==> config.mk <==
export PLATFORM = sky130hd
export DESIGN_NAME = bit32_logic_pipe
export DESIGN_NICKNAME = d
export VERILOG_FILES = /design/src/rtl/bit32_logic_pipe.sv
export SDC_FILE = /design/constraint.sdc
export NUM_CORES = 1
export LEC_CHECK = 0
export ABC_AREA = 0
export BUFFER_PORTS_ARGS = -buffer_cell sky130_fd_sc_hd__buf_2
export CAP_MARGIN = 25
export CELL_PAD_IN_SITES_DETAIL_PLACEMENT = 0
export CELL_PAD_IN_SITES_GLOBAL_PLACEMENT = 1
export CORE_MARGIN = 4
export CORE_UTILIZATION = 30
export DETAILED_ROUTE_END_ITERATION = 8
export PLACE_DENSITY_LB_ADDON = 0.12
export SYNTH_ARGS = -nofsm -noshare
export SYNTH_HDL_FRONTEND = slang
export SYNTH_SLANG_ARGS = --single-unit
==> constraint.sdc <==
create_clock -name clk -period 1.89 [get_ports clk]
set_input_delay 0.189 -clock clk [delete_from_list [all_inputs] [get_ports clk]]
set_output_delay 0.189 -clock clk [all_outputs]
set_load 0.05 [all_outputs]
==> src/rtl/bit32_logic_pipe.sv <==
// Two-stage valid/ready pipeline computing a bitwise AND/OR/XOR/NOR of two
// operands. S1 captures the operands, S2 holds the result, its zero flag and
// the op that produced it. Back-pressure ripples combinationally from
// out_ready to in_ready so a full pipe still moves one result per cycle.
module bit32_logic_pipe #(
  parameter int WIDTH = 32
) (
  input  logic             clk,
  input  logic             rst,
  input  logic             in_valid,
  output logic             in_ready,
  input  logic [WIDTH-1:0] in1,
  input  logic [WIDTH-1:0] in2,
  input  logic [1:0]       op,
  output logic             out_valid,
  input  logic             out_ready,
  output logic [WIDTH-1:0] out,
  output logic             zero,
  output logic [1:0]       out_op,
  output logic [7:0]       txn_count
);

  localparam logic [1:0] OP_AND = 2'b00;
  localparam logic [1:0] OP_OR  = 2'b01;
  localparam logic [1:0] OP_XOR = 2'b10;

  logic             s1_v_q,   s1_v_d;
  logic [WIDTH-1:0] s1_a_q,   s1_a_d;
  logic [WIDTH-1:0] s1_b_q,   s1_b_d;
  logic [1:0]       s1_op_q,  s1_op_d;
  logic             s2_v_q,   s2_v_d;
  logic [WIDTH-1:0] s2_res_q, s2_res_d;
  logic             s2_zero_q, s2_zero_d;
  logic [1:0]       s2_op_q,  s2_op_d;
  logic [7:0]       txn_q,    txn_d;

  logic             adv1;
  logic             adv2;
  logic [WIDTH-1:0] s1_res;

  // Stage advance enables; a stage may load whenever it is empty or its
  // successor is draining this cycle.
  always_comb begin
    adv2 = !s2_v_q || out_ready;
    adv1 = !s1_v_q || adv2;
  end

  // Bitwise operation on the S1 operands; zero is derived here so S2 only
  // ever stores it, never recomputes it from out.
  always_comb begin
    unique case (s1_op_q)
      OP_AND:  s1_res = s1_a_q & s1_b_q;
      OP_OR:   s1_res = s1_a_q | s1_b_q;
      OP_XOR:  s1_res = s1_a_q ^ s1_b_q;
      default: s1_res = ~(s1_a_q | s1_b_q);
    endcase
  end

  // Next-state for both stages and the transfer counter.
  always_comb begin
    s1_v_d    = s1_v_q;
    s1_a_d    = s1_a_q;
    s1_b_d    = s1_b_q;
    s1_op_d   = s1_op_q;
    s2_v_d    = s2_v_q;
    s2_res_d  = s2_res_q;
    s2_zero_d = s2_zero_q;
    s2_op_d   = s2_op_q;
    txn_d     = txn_q;

    if (adv1) begin
      s1_v_d = in_valid;
      // Operands are only sampled with a valid pair so idle bus values never
      // reach the datapath.
      if (in_valid) begin
        s1_a_d  = in1;
        s1_b_d  = in2;
        s1_op_d = op;
      end
    end

    if (adv2) begin
      s2_v_d = s1_v_q;
      if (s1_v_q) begin
        s2_res_d  = s1_res;
        s2_zero_d = (s1_res == '0);
        s2_op_d   = s1_op_q;
      end
    end

    if (s2_v_q && out_ready) begin
      txn_d = txn_q + 8'd1;
    end
  end

  // State registers with synchronous reset; reset discards everything in flight.
  always_ff @(posedge clk) begin
    if (rst) begin
      s1_v_q    <= 1'b0;
      s1_a_q    <= '0;
      s1_b_q    <= '0;
      s1_op_q   <= 2'b00;
      s2_v_q    <= 1'b0;
      s2_res_q  <= '0;
      s2_zero_q <= 1'b0;
      s2_op_q   <= 2'b00;
      txn_q     <= 8'd0;
    end else begin
      s1_v_q    <= s1_v_d;
      s1_a_q    <= s1_a_d;
      s1_b_q    <= s1_b_d;
      s1_op_q   <= s1_op_d;
      s2_v_q    <= s2_v_d;
      s2_res_q  <= s2_res_d;
      s2_zero_q <= s2_zero_d;
      s2_op_q   <= s2_op_d;
      txn_q     <= txn_d;
    end
  end

  // Output view of S2.
  always_comb begin
    in_ready  = adv1;
    out_valid = s2_v_q;
    out       = s2_res_q;
    zero      = s2_zero_q;
    out_op    = s2_op_q;
    txn_count = txn_q;
  end

endmodule

# == Word-level counts from Yosys, hierarchy flattened ==
# Index checks and enable logic that the tools add are counted.
# word_totals
regBits,111
input_bits,70
elab_cells,26
# classes
n_addsub,1
n_eq_ne,2
muxes,1
bitwise,4
n_reduce_logical,9
# op_table
operator,n
$pmux 32 s3,1
$and 32x32->32,1
$logic_not 32->1,1
$not 32->32,1
$or 32x32->32,1
$xor 32x32->32,1
$add 8x1->8 const B,1
$reduce_and 2->1,2
$eq 2x1->1 const B,1
$eq 2x2->1 const B,1
$logic_not 1->1,2
$logic_not 2->1,1
$logic_or 1x1->1,2
$logic_and 1x1->1,1

# == Logic depth before layout (Yosys ltp) ==
# Gate-level depths: netlist (run 1).
# depth
ltp_word,4
ltp_mapped,10
mapped_depth_nobuf,9

# == Least setup slack after synthesis (run 1) ==
# No wires, ideal clock.
# synth_path
path_type,register -> register
from,register s2_v_q (netlist: out_valid)
to,register s1_a_q[0]
setup_time_ps,132
arrival_time_ps,2126
slack_ps,-368
stages_incl_launch_ff,8
path_buffers,2
synth_period_minus_slack_ps,2258
cell_sequence,dfxtp_1 -> nor2b_1 -> nand2_1 -> and2_1 -> buf_2 -> clkbuf_1 -> nand2_1 -> a21oi_1
# synth_via
elab_chain_len,4
# synth_rtl
item,line_no,rtl
start: declaration,31,"logic s2_v_q, s2_v_d;"
start signal: assignment,113,s2_v_q <= s2_v_d;
$logic_not 1->1,44,adv2 = !s2_v_q || out_ready;
$logic_or 1x1->1,44,
$logic_or 1x1->1,45,adv1 = !s1_v_q || adv2;
net in_ready,11,"output logic in_ready,"
$reduce_and 2->1 (no line),n/a,
end signal: assignment,100,s1_a_q <= '0;
end signal: assignment,110,s1_a_q <= s1_a_d;
end: declaration,28,"logic [WIDTH-1:0] s1_a_q, s1_a_d;"
# The timed path passes the listed nets, and every way through them passes these cells.
# A chain may end at the register's enable or synchronous reset.

# == Final worst setup path (run 1) ==
# layout_path
from,register s1_op_q[0]
to,register s2_zero_q (netlist: zero)
# layout_via
elab_chain_len,3
# layout_rtl
item,line_no,rtl
start: declaration,30,"logic [1:0] s1_op_q, s1_op_d;"
start signal: assignment,112,s1_op_q <= s1_op_d;
$eq 2x2->1 (tied with other cells),51,unique case (s1_op_q)
$pmux 32 s3 (*),51,
$logic_not 32->1 (*),86,s2_zero_d = (s1_res == '0);
end signal: assignment,115,s2_zero_q <= s2_zero_d;
end: declaration,33,"logic s2_zero_q, s2_zero_d;"
# Mark *: on every way between the ends. The rest lies on a longest branch, timed or not.

==> results_dict.tcl, run 1 <==
set metrics [dict create \
    violations "setup timing" \
    antenna_left 0 \
    tightest_slew_ns 0.458 \
    track_usage 0.148 \
    num_vias 5336 \
    grt.overflow.total 0 \
    period_share 1.02 \
    synth_edf_count 0 \
    dp_hpwl_um 11300 \
    core_mm2 0.0194 \
    finalCriticalPeriod_ns 1.92 \
    num_io_pins 115 \
    drive_gt1_frac 0.328 \
    dieArea_mm2 0.0220 \
    synthTopCellsByArea "dfxtp_1, ha_1, nand2_1, a21oi_1, a211oi_1" \
    clk_latency_ns 0.36 \
    yosysWarnings 0 \
    synth_seq_cells 111 \
    clock_sinks 111 \
    synth_area_mm2 0.00590 \
    ir_drop_v 0.000432 \
    grt_max_degree 67 \
    wirelength_um 15900 \
    synthCells 752 \
    grt_pass1_vias 5414 \
    cts_tree "done" \
    cts_buffers 9 \
    antenna_found_initial 0 \
    die_width_um 148 \
    timing.fmax_ghz 0.521 \
    slew_violations 0 \
    cts-root-buf "clkbuf_16" \
    maxSlewHeadroom 0.695 \
    cp-start-kind "register" \
    worstPathMaxFanout 12 \
    synth_cell_types 29 \
    clk_path_buf_depth 2 \
    place_area_mm2 0.00718 \
    status "complete, but fails checks" \
    rsz0062_at_grt "true" \
    ys_async_sr_fraction 0 \
    synth_top_area_cell "dfxtp_1" \
    clk_pin_slew_ns 0.08 \
    synth_top_area_frac 0.377 \
    drt_iter0_drc 176 \
    syn2layout_area_growth_pct 34.3 \
    syn-num-nets 887 \
    wl_per_cell_um 13.5 \
    numPortBuffers 114 \
    hold_viol_final 0 \
    hold_class "primary input to register" \
    place.gp.congestion 0.742 \
    grt_pass1_wl_um 26400 \
    crit_type "register to register" \
    antenna_cells 0 \
    htreeDepth 3 \
    first_pass_iters 6 \
    dp_slack_ns -0.243 \
    fin_skew_ns 0.00773 \
    p_leak_nw 3.47 \
    synth_ff_type "dfxtp_1" \
    drc_errors 0 \
    num_rows 51 \
    finalSetupViolations 1 \
    final_area_mm2 0.00792 \
    worstSetupEndpointType "register" \
    layout_setup_ws_ns -0.0298 \
    initial_utilization 0.304 \
    arrival_ns 2.21 \
    vias_per_cell 4.51 \
    ys_seq_area_frac 0.377 \
    cts_hold_buf 0 \
    required_ns 2.18 \
    chipHeight_um 148 \
    syn_avg_cell_area_um2 7.84 \
    layout.nets 1049 \
    p_per_area_mw_per_mm2 724 \
    maxCapViolCount 0 \
]
-- critical path, cell delays in order, from the launching register on --
cell and delay (ns):
dfxtp_4 0.41, buf_12 0.12, buf_12 0.13, buf_12 0.14, mux2_2 0.34, a21oi_2 0.17
nand4_1 0.16, nor2_2 0.17, a32oi_1 0.11, nor2_1 0.09
-- through the flow --
stage	hold WS [ns]	setup TNS (ns)	util	instances	power [mW]
6_report	0.0605	-0.0298	0.408	1184	5.73
5_1_grt	0.0455	-0.196	0.408	1184	6.08
4_1_cts	0.0464	-0.00744	0.399	1177	5.76
3_5_place_dp	0.436	-0.243	0.370	1149	3.78
3_3_place_gp	0.431	-0.147	0.370	1149	3.75
2_1_floorplan	0.306	0	-	752	3.33
-- logic make-up after synthesis --
| group | count (synthesis) | share of synthesized area |
|---|---|---|
| fa+ha+maj | 65 | 0.138 |
| buf+inv | 120 | 0.0838 |
| compound gates | 171 | 0.171 |
| mux | 26 | 0.0496 |
| simple gates | 253 | 0.172 |
| xor+xnor | 6 | 0.00891 |
| flops | 111 | 0.377 |
-- cell usage in the layout, fill, tap and decap left out, drive strengths merged, types with 4 or more instances in the layout --
cell / instances
o31ai: 4
mux2: 26
dfxtp: 111
nor2: 77
nand4: 8
clkbuf: 11
inv: 70
nand3: 5
nand2: 147
ha: 65
o21ai: 10
a21oi: 102
nor2b: 10
xor2: 4
a211oi: 52
buf: 201
-- synthesized netlist by cell type, drive strengths merged (8+ instances only) --
| cell type | n |
|---|---|
| inv | 69 |
| o21ai | 10 |
| clkbuf | 31 |
| dfxtp | 111 |
| buf | 20 |
| ha | 65 |
| a21oi | 102 |
| mux2 | 26 |
| nor2 | 77 |
| nand2 | 147 |
| nor2b | 10 |
| nand4 | 8 |
| a211oi | 52 |
-- power by group --
part           total [mW]  switching (mW)  internal (mW)  leakage [nW]
combinational        1.31           0.746          0.566          2.42
clock                1.87           0.932          0.937         0.131
sequential           2.55          0.0859           2.47         0.918
total                5.73            1.76           3.97          3.47
-- layout make-up --
| class | count | area (um^2) |
|---|---|---|
| Clock buffer | 10 | 239 |
| Clock inverter | 6 | 45.0 |
| Fill cell | 2074 | 11500 |
| Inverter | 69 | 259 |
| Multi-Input combinational cell | 521 | 3430 |
| Sequential cell | 111 | 2240 |
| Tap cell | 265 | 332 |
| Timing Repair Buffer | 202 | 1380 |
-- final timing paths --
path | startpoint | slack (ns) | to | depth (start not counted)
worst max-delay path | s1_op_q[0]$_SDFFE_PP0P_ | -0.03 | zero$_SDFFE_PP0P_ | 9
worst min-delay path | in1[25] | 0.06 | s1_a_q[25]$_SDFFE_PP0P_ | 3
worst max register to register | s1_op_q[0]$_SDFFE_PP0P_ | -0.03 | zero$_SDFFE_PP0P_ | 9
worst min register to register | out[13]$_SDFFE_PP0P_ | 0.46 | out[13]$_SDFFE_PP0P_ | 2
-- state kept, by name, indices dropped and copies added (netlist names) --
signal,count
s1_b_q,32
s1_a_q,32
out_valid,1
s1_op_q,2
txn_count,8
zero,1
s1_v_q,1
out,32
out_op,2
-- what timing repair did --
| item | 4_1_cts | 5_1_grt |
|---|---|---|
| buffers inserted | 13 | 6 |
| gates resized for setup | 44 | 29 |
| pin swaps | 13 | 18 |
| cloned | 0 | 1 |
| endpoints found under the setup margin | 1 | 1 |
-- metal layers --
metal | vias to the layer above | track usage | part of all wire
met2 | 87 | 0.253 | 0.48
met5 | - | 0 | 0
met1 | 2431 | 0.191 | 0.47
met4 | 0 | 0.0249 | 0.0073
met3 | 6 | 0.0387 | 0.045
li1 | 2812 | - | -
(Power assumes the default switching activity.)
==> run 2: changes to the inputs <==
--- a/config.mk
+++ b/config.mk
@@ -7,13 +7,14 @@
 export LEC_CHECK = 0
 export ABC_AREA = 0
 export BUFFER_PORTS_ARGS = -buffer_cell sky130_fd_sc_hd__buf_2
-export CAP_MARGIN = 25
+export CAP_MARGIN = 5
 export CELL_PAD_IN_SITES_DETAIL_PLACEMENT = 0
 export CELL_PAD_IN_SITES_GLOBAL_PLACEMENT = 1
 export CORE_MARGIN = 4
 export CORE_UTILIZATION = 30
 export DETAILED_ROUTE_END_ITERATION = 8
 export PLACE_DENSITY_LB_ADDON = 0.12
+export SKIP_LAST_GASP = 1
 export SYNTH_ARGS = -nofsm -noshare
 export SYNTH_HDL_FRONTEND = slang
 export SYNTH_SLANG_ARGS = --single-unit
==> constraint.sdc (replaced) <==
create_clock -name clk -period 2.1 [get_ports clk]
set_input_delay 0.21 -clock clk [delete_from_list [all_inputs] [get_ports clk]]
set_output_delay 0.21 -clock clk [all_outputs]
set_load 0.05 [all_outputs]
==> results_dict.tcl, run 2 (synthesis gave the netlist of run 1 again) <==
set metrics [dict create \
    grt.overflow.total 0 \
    antenna_found_initial 0 \
    place.gp.congestion 0.722 \
    hold_class "primary input to register" \
    period_share 0.915 \
    seq_power_share 0.465 \
    fin_util 0.366 \
    worstPathMaxFanout 3 \
    drc_errors 0 \
    final_cell_mix "nand2_1, buf_2, dfxtp_1" \
    p_int_mw 3.51 \
    status "complete, no violations" \
    num_io_pins 115 \
    worst-path-buf-inv 1 \
    maxSlewHeadroom 0.597 \
    arrival_ns 2.22 \
    rsz0062_at_grt "false" \
    path_cells "inv_1 -> ha_1 -> mux2_2 -> a21oi_1 -> nand4_1 -> nor4_2 -> a32oi_1 -> nor2_1" \
    dp_slack_ns 0.102 \
    clk_pin_slew_ns 0.07 \
    p_leak_nw 3.06 \
    core_mm2 0.0194 \
    antenna_left 0 \
    hold_viol_final 0 \
    cts_buffers 9 \
    p_per_area_mw_per_mm2 700 \
    cp-start-kind "register" \
    fin_skew_ns 0.00680 \
    grt_max_degree 67 \
    tightest_slew_ns 0.604 \
    slowest_delay_ns 0.38 \
    clk_path_buf_depth 2 \
    cts-root-buf "clkbuf_16" \
    num_vias 5108 \
    maxCapViolCount 0 \
    final_common_cell "nand2_1" \
    grt_pass1_wl_um 25400 \
    drt_iter0_drc 187 \
    crit_family "simple AND/OR/NAND/NOR gates" \
    syn2layout_area_growth_pct 20.4 \
    die_width_um 148 \
    finalSetupViolations 0 \
    layout.nets 978 \
    htreeDepth 3 \
    clock_sinks 111 \
    timing.fmax_ghz 0.520 \
    wirelength_um 15200 \
    required_ns 2.39 \
    dieArea_mm2 0.0220 \
    p_comb_frac 0.188 \
    vias_per_cell 4.59 \
    ir_drop_v 0.000376 \
    drive_gt1_frac 0.211 \
    netSwitchingPower_mw 1.46 \
    finalCriticalPeriod_ns 1.92 \
    track_usage 0.141 \
    initial_utilization 0.304 \
    cts_hold_buf 0 \
    fin_setup_tns_ns 0 \
    grt_pass1_vias 5298 \
    swShare 0.294 \
    chipHeight_um 148 \
    crit_type "register to register" \
    clk_latency_ns 0.35 \
    p_clk_frac 0.347 \
    slew_violations 0 \
    antenna_cells 0 \
    layout_setup_ws_ns 0.178 \
    first_pass_iters 4 \
    cp_slowest_cell "dfxtp_1" \
    numPortBuffers 114 \
    cts_tree "done" \
    num_rows 51 \
    worstSetupEndpointType "register" \
    wl_per_cell_um 13.6 \
    dp_hpwl_um 11000 \
]
## run 2: changes by cell type in the layout (fill, tap and decap cells not counted), sizes merged
cell      delta
buf         -70
clkbuf       +1
clkinv       +1
clkinvlp     -3
inv          -1
## run 2: power groups by stage
stage               logic [mW]  clock network, mW  registers, mW
detailed placement       0.946                  0           2.36
floorplan                0.522                  0           2.48
CTS                      0.951               1.82           2.31
global placement         0.933                  0           2.36
global route              1.06               1.88           2.33
finish                   0.936               1.73           2.31
## run 2: layout make-up
type | count | area [um^2]
inverters | 69 | 259
clock inverters | 3 | 15.0
flip-flops and latches | 111 | 2230
well taps | 265 | 332
fillers | 2076 | 12300
clock buffers | 12 | 278
multi-input cells | 521 | 3200
repair buffers | 131 | 788
## run 2: timing repair
item,CTS,global route
gates resized for setup,0,2
setup buffers,0,0
endpoints found under the setup margin,0,1
## run 2: tightest hold or removal path, stage by stage
cell	delay, ns
buf_2	0.09
nand2_1	0.04
a21oi_1	0.05
## run 2: final timing paths
path | startpoint | end | slack (ns) | depth (start not counted)
setup / recovery | s1_b_q[6]$_SDFFE_PP0P_ | zero$_SDFFE_PP0P_ | 0.18 | 8
hold / removal | in1[26] | s1_a_q[26]$_SDFFE_PP0P_ | 0.09 | 3
setup reg to reg | s1_b_q[6]$_SDFFE_PP0P_ | zero$_SDFFE_PP0P_ | 0.18 | 8
hold reg to reg | out_op[1]$_SDFFE_PP0P_ | out_op[1]$_SDFFE_PP0P_ | 0.46 | 2
## run 2: metal layers
| layer | part of all wire | GRT usage |
|---|---|---|
| met5 | 0 | 0 |
| met4 | 0.019 | 0.0420 |
| met3 | 0.036 | 0.0311 |
| met2 | 0.47 | 0.246 |
| met1 | 0.47 | 0.176 |
## run 2: stage by stage
step                      hold WS [ns]  instances  power [mW]  cell area [um^2]
after detailed placement         0.456       1097        3.31              6800
after CTS                       0.0723       1112        5.08              7090
after global placement           0.443       1097        3.29              6800
after floorplan                  0.327        752        3.00              5900
after global routing            0.0791       1112        5.26              7100
final                           0.0905       1112        4.97              7100
==> run 3: changes to the inputs <==
--- a/config.mk
+++ b/config.mk
@@ -8,7 +8,7 @@
 export ABC_AREA = 0
 export BUFFER_PORTS_ARGS = -buffer_cell sky130_fd_sc_hd__buf_2
 export CAP_MARGIN = 5
-export CELL_PAD_IN_SITES_DETAIL_PLACEMENT = 0
+export CELL_PAD_IN_SITES_DETAIL_PLACEMENT = 1
 export CELL_PAD_IN_SITES_GLOBAL_PLACEMENT = 1
 export CORE_MARGIN = 4
 export CORE_UTILIZATION = 30
==> results_dict.tcl, run 3 (synthesis gave the netlist of run 1 again) <==
set metrics [dict create \
    cts_hold_buf 0 \
    dp_hpwl_um 12000 \
    slew_violations 0 \
    final_common_cell "nand2_1" \
    cts_setup_buffers 0 \
    path_cells "inv_1 -> ha_1 -> mux2_2 -> a21oi_1 -> nand4_1 -> nor4_2 -> a32oi_1 -> nor2_1" \
    dieArea_mm2 0.0220 \
    layout.nets 978 \
    first_pass_iters 4 \
    place.gp.congestion 0.722 \
    maxSlewHeadroom 0.575 \
    antenna_cells 0 \
    cts_buffers 9 \
    die_width_um 148 \
    grt.overflow.total 0 \
    num_io_pins 115 \
    required_ns 2.39 \
    worstSetupEndpointType "register" \
    p_per_area_mw_per_mm2 721 \
    finalSetupViolations 0 \
    hold_viol_final 0 \
    clock_sinks 111 \
    timing.fmax_ghz 0.503 \
    num_rows 51 \
    fin_cells 1112 \
    final_cell_mix "nand2_1, buf_2, dfxtp_1" \
    fin_util 0.367 \
    hold_class "primary input to register" \
    tightest_slew_ns 0.637 \
    status "complete, no violations" \
    antenna_left 0 \
    crit_type "register to register" \
    final_area_mm2 0.00712 \
    cts-root-buf "clkbuf_16" \
    maxCapViolCount 0 \
    crit_family "simple AND/OR/NAND/NOR gates" \
    vias_per_cell 4.75 \
    clk_latency_ns 0.35 \
    cts_tree "done" \
    arrival_ns 2.28 \
    ir_drop_v 0.000386 \
    clk_path_buf_depth 2 \
    drt_iter0_drc 156 \
    chipHeight_um 148 \
    numPortBuffers 114 \
    grt_pass1_wl_um 27300 \
    num_vias 5282 \
    p_leak_nw 3.07 \
    wl_per_cell_um 14.8 \
    slowest_delay_ns 0.39 \
    grt_max_degree 67 \
    fin_skew_ns 0.00743 \
    htreeDepth 3 \
    wirelength_um 16500 \
    worstPathMaxFanout 3 \
    place_area_mm2 0.00680 \
    cp_slowest_cell "dfxtp_1" \
    drc_errors 0 \
    initial_utilization 0.304 \
    core_mm2 0.0194 \
    finalCriticalPeriod_ns 1.99 \
    syn2layout_area_growth_pct 20.8 \
    grt_pass1_vias 5616 \
    period_share 0.948 \
    antenna_found_initial 0 \
    clk_pin_slew_ns 0.07 \
    r2r_slack_ns 0.11 \
    drive_gt1_frac 0.209 \
    power.total_mw 5.14 \
    fill_cells 2391 \
    cp-start-kind "register" \
    worst-path-buf-inv 1 \
    numPlacedInstances 1097 \
    track_usage 0.152 \
]
run 3: changes by cell type in the layout (fill, tap and decap cells not counted):
cell	delta
clkbuf_8	-1
clkbuf_1	+2
clkinv_2	-3
clkbuf_16	-1
bufinv_16	+2
inv_4	+1
run 3: layer usage:
metal,up-vias,GRT usage,part of all wire
li1,2660,-,-
met1,2540,0.183,0.46
met2,71,0.280,0.50
met3,11,0.0247,0.033
met4,0,0.0402,0.012
met5,-,0,0
run 3: timing repair:
action	CTS	global route
endpoints found under the hold margin	0	0
resized for setup	0	2
setup endpoints to repair	0	1
run 3: metrics by stage:
stage	setup TNS, ns	hold WS (ns)	setup slack, ns
after detailed placement	0	0.457	0.0543
after global placement	0	0.443	0.154
after floorplan	0	0.327	0.0313
final	0	0.0914	0.110
after global routing	-0.0757	0.0861	-0.0757
after CTS	0	0.0773	0.0299
run 3: path summary, 6_finish.rpt:
| check | from | to | depth (start not counted) |
|---|---|---|---|
| worst max-delay path | s1_b_q[6]$_SDFFE_PP0P_ | zero$_SDFFE_PP0P_ | 8 |
| worst min-delay path | in2[5] | s1_b_q[5]$_SDFFE_PP0P_ | 3 |
| worst max register to register | s1_b_q[6]$_SDFFE_PP0P_ | zero$_SDFFE_PP0P_ | 8 |
| worst min register to register | out_op[1]$_SDFFE_PP0P_ | out_op[1]$_SDFFE_PP0P_ | 2 |
run 3: area by class of cell:
cell class,instances,area [um^2],share of cell area
clock buffer,12,246,0.0346
clock inverter,3,66.3,0.00931
inverter,69,259,0.0364
multi-input combinational,521,3200,0.450
sequential,111,2230,0.313
tap,265,332,0.0465
timing repair buffer,131,788,0.111
run 3: worst min-delay path: stages:
cell and delay (ns):
buf_2 0.09, nand2_1 0.04, a21oi_1 0.05
run 3: power breakdown:
part	leakage, nW	switching, mW	internal [mW]
clock	0.153	0.802	1.08
sequential	0.914	0.0918	2.22
combinational	2.00	0.592	0.357
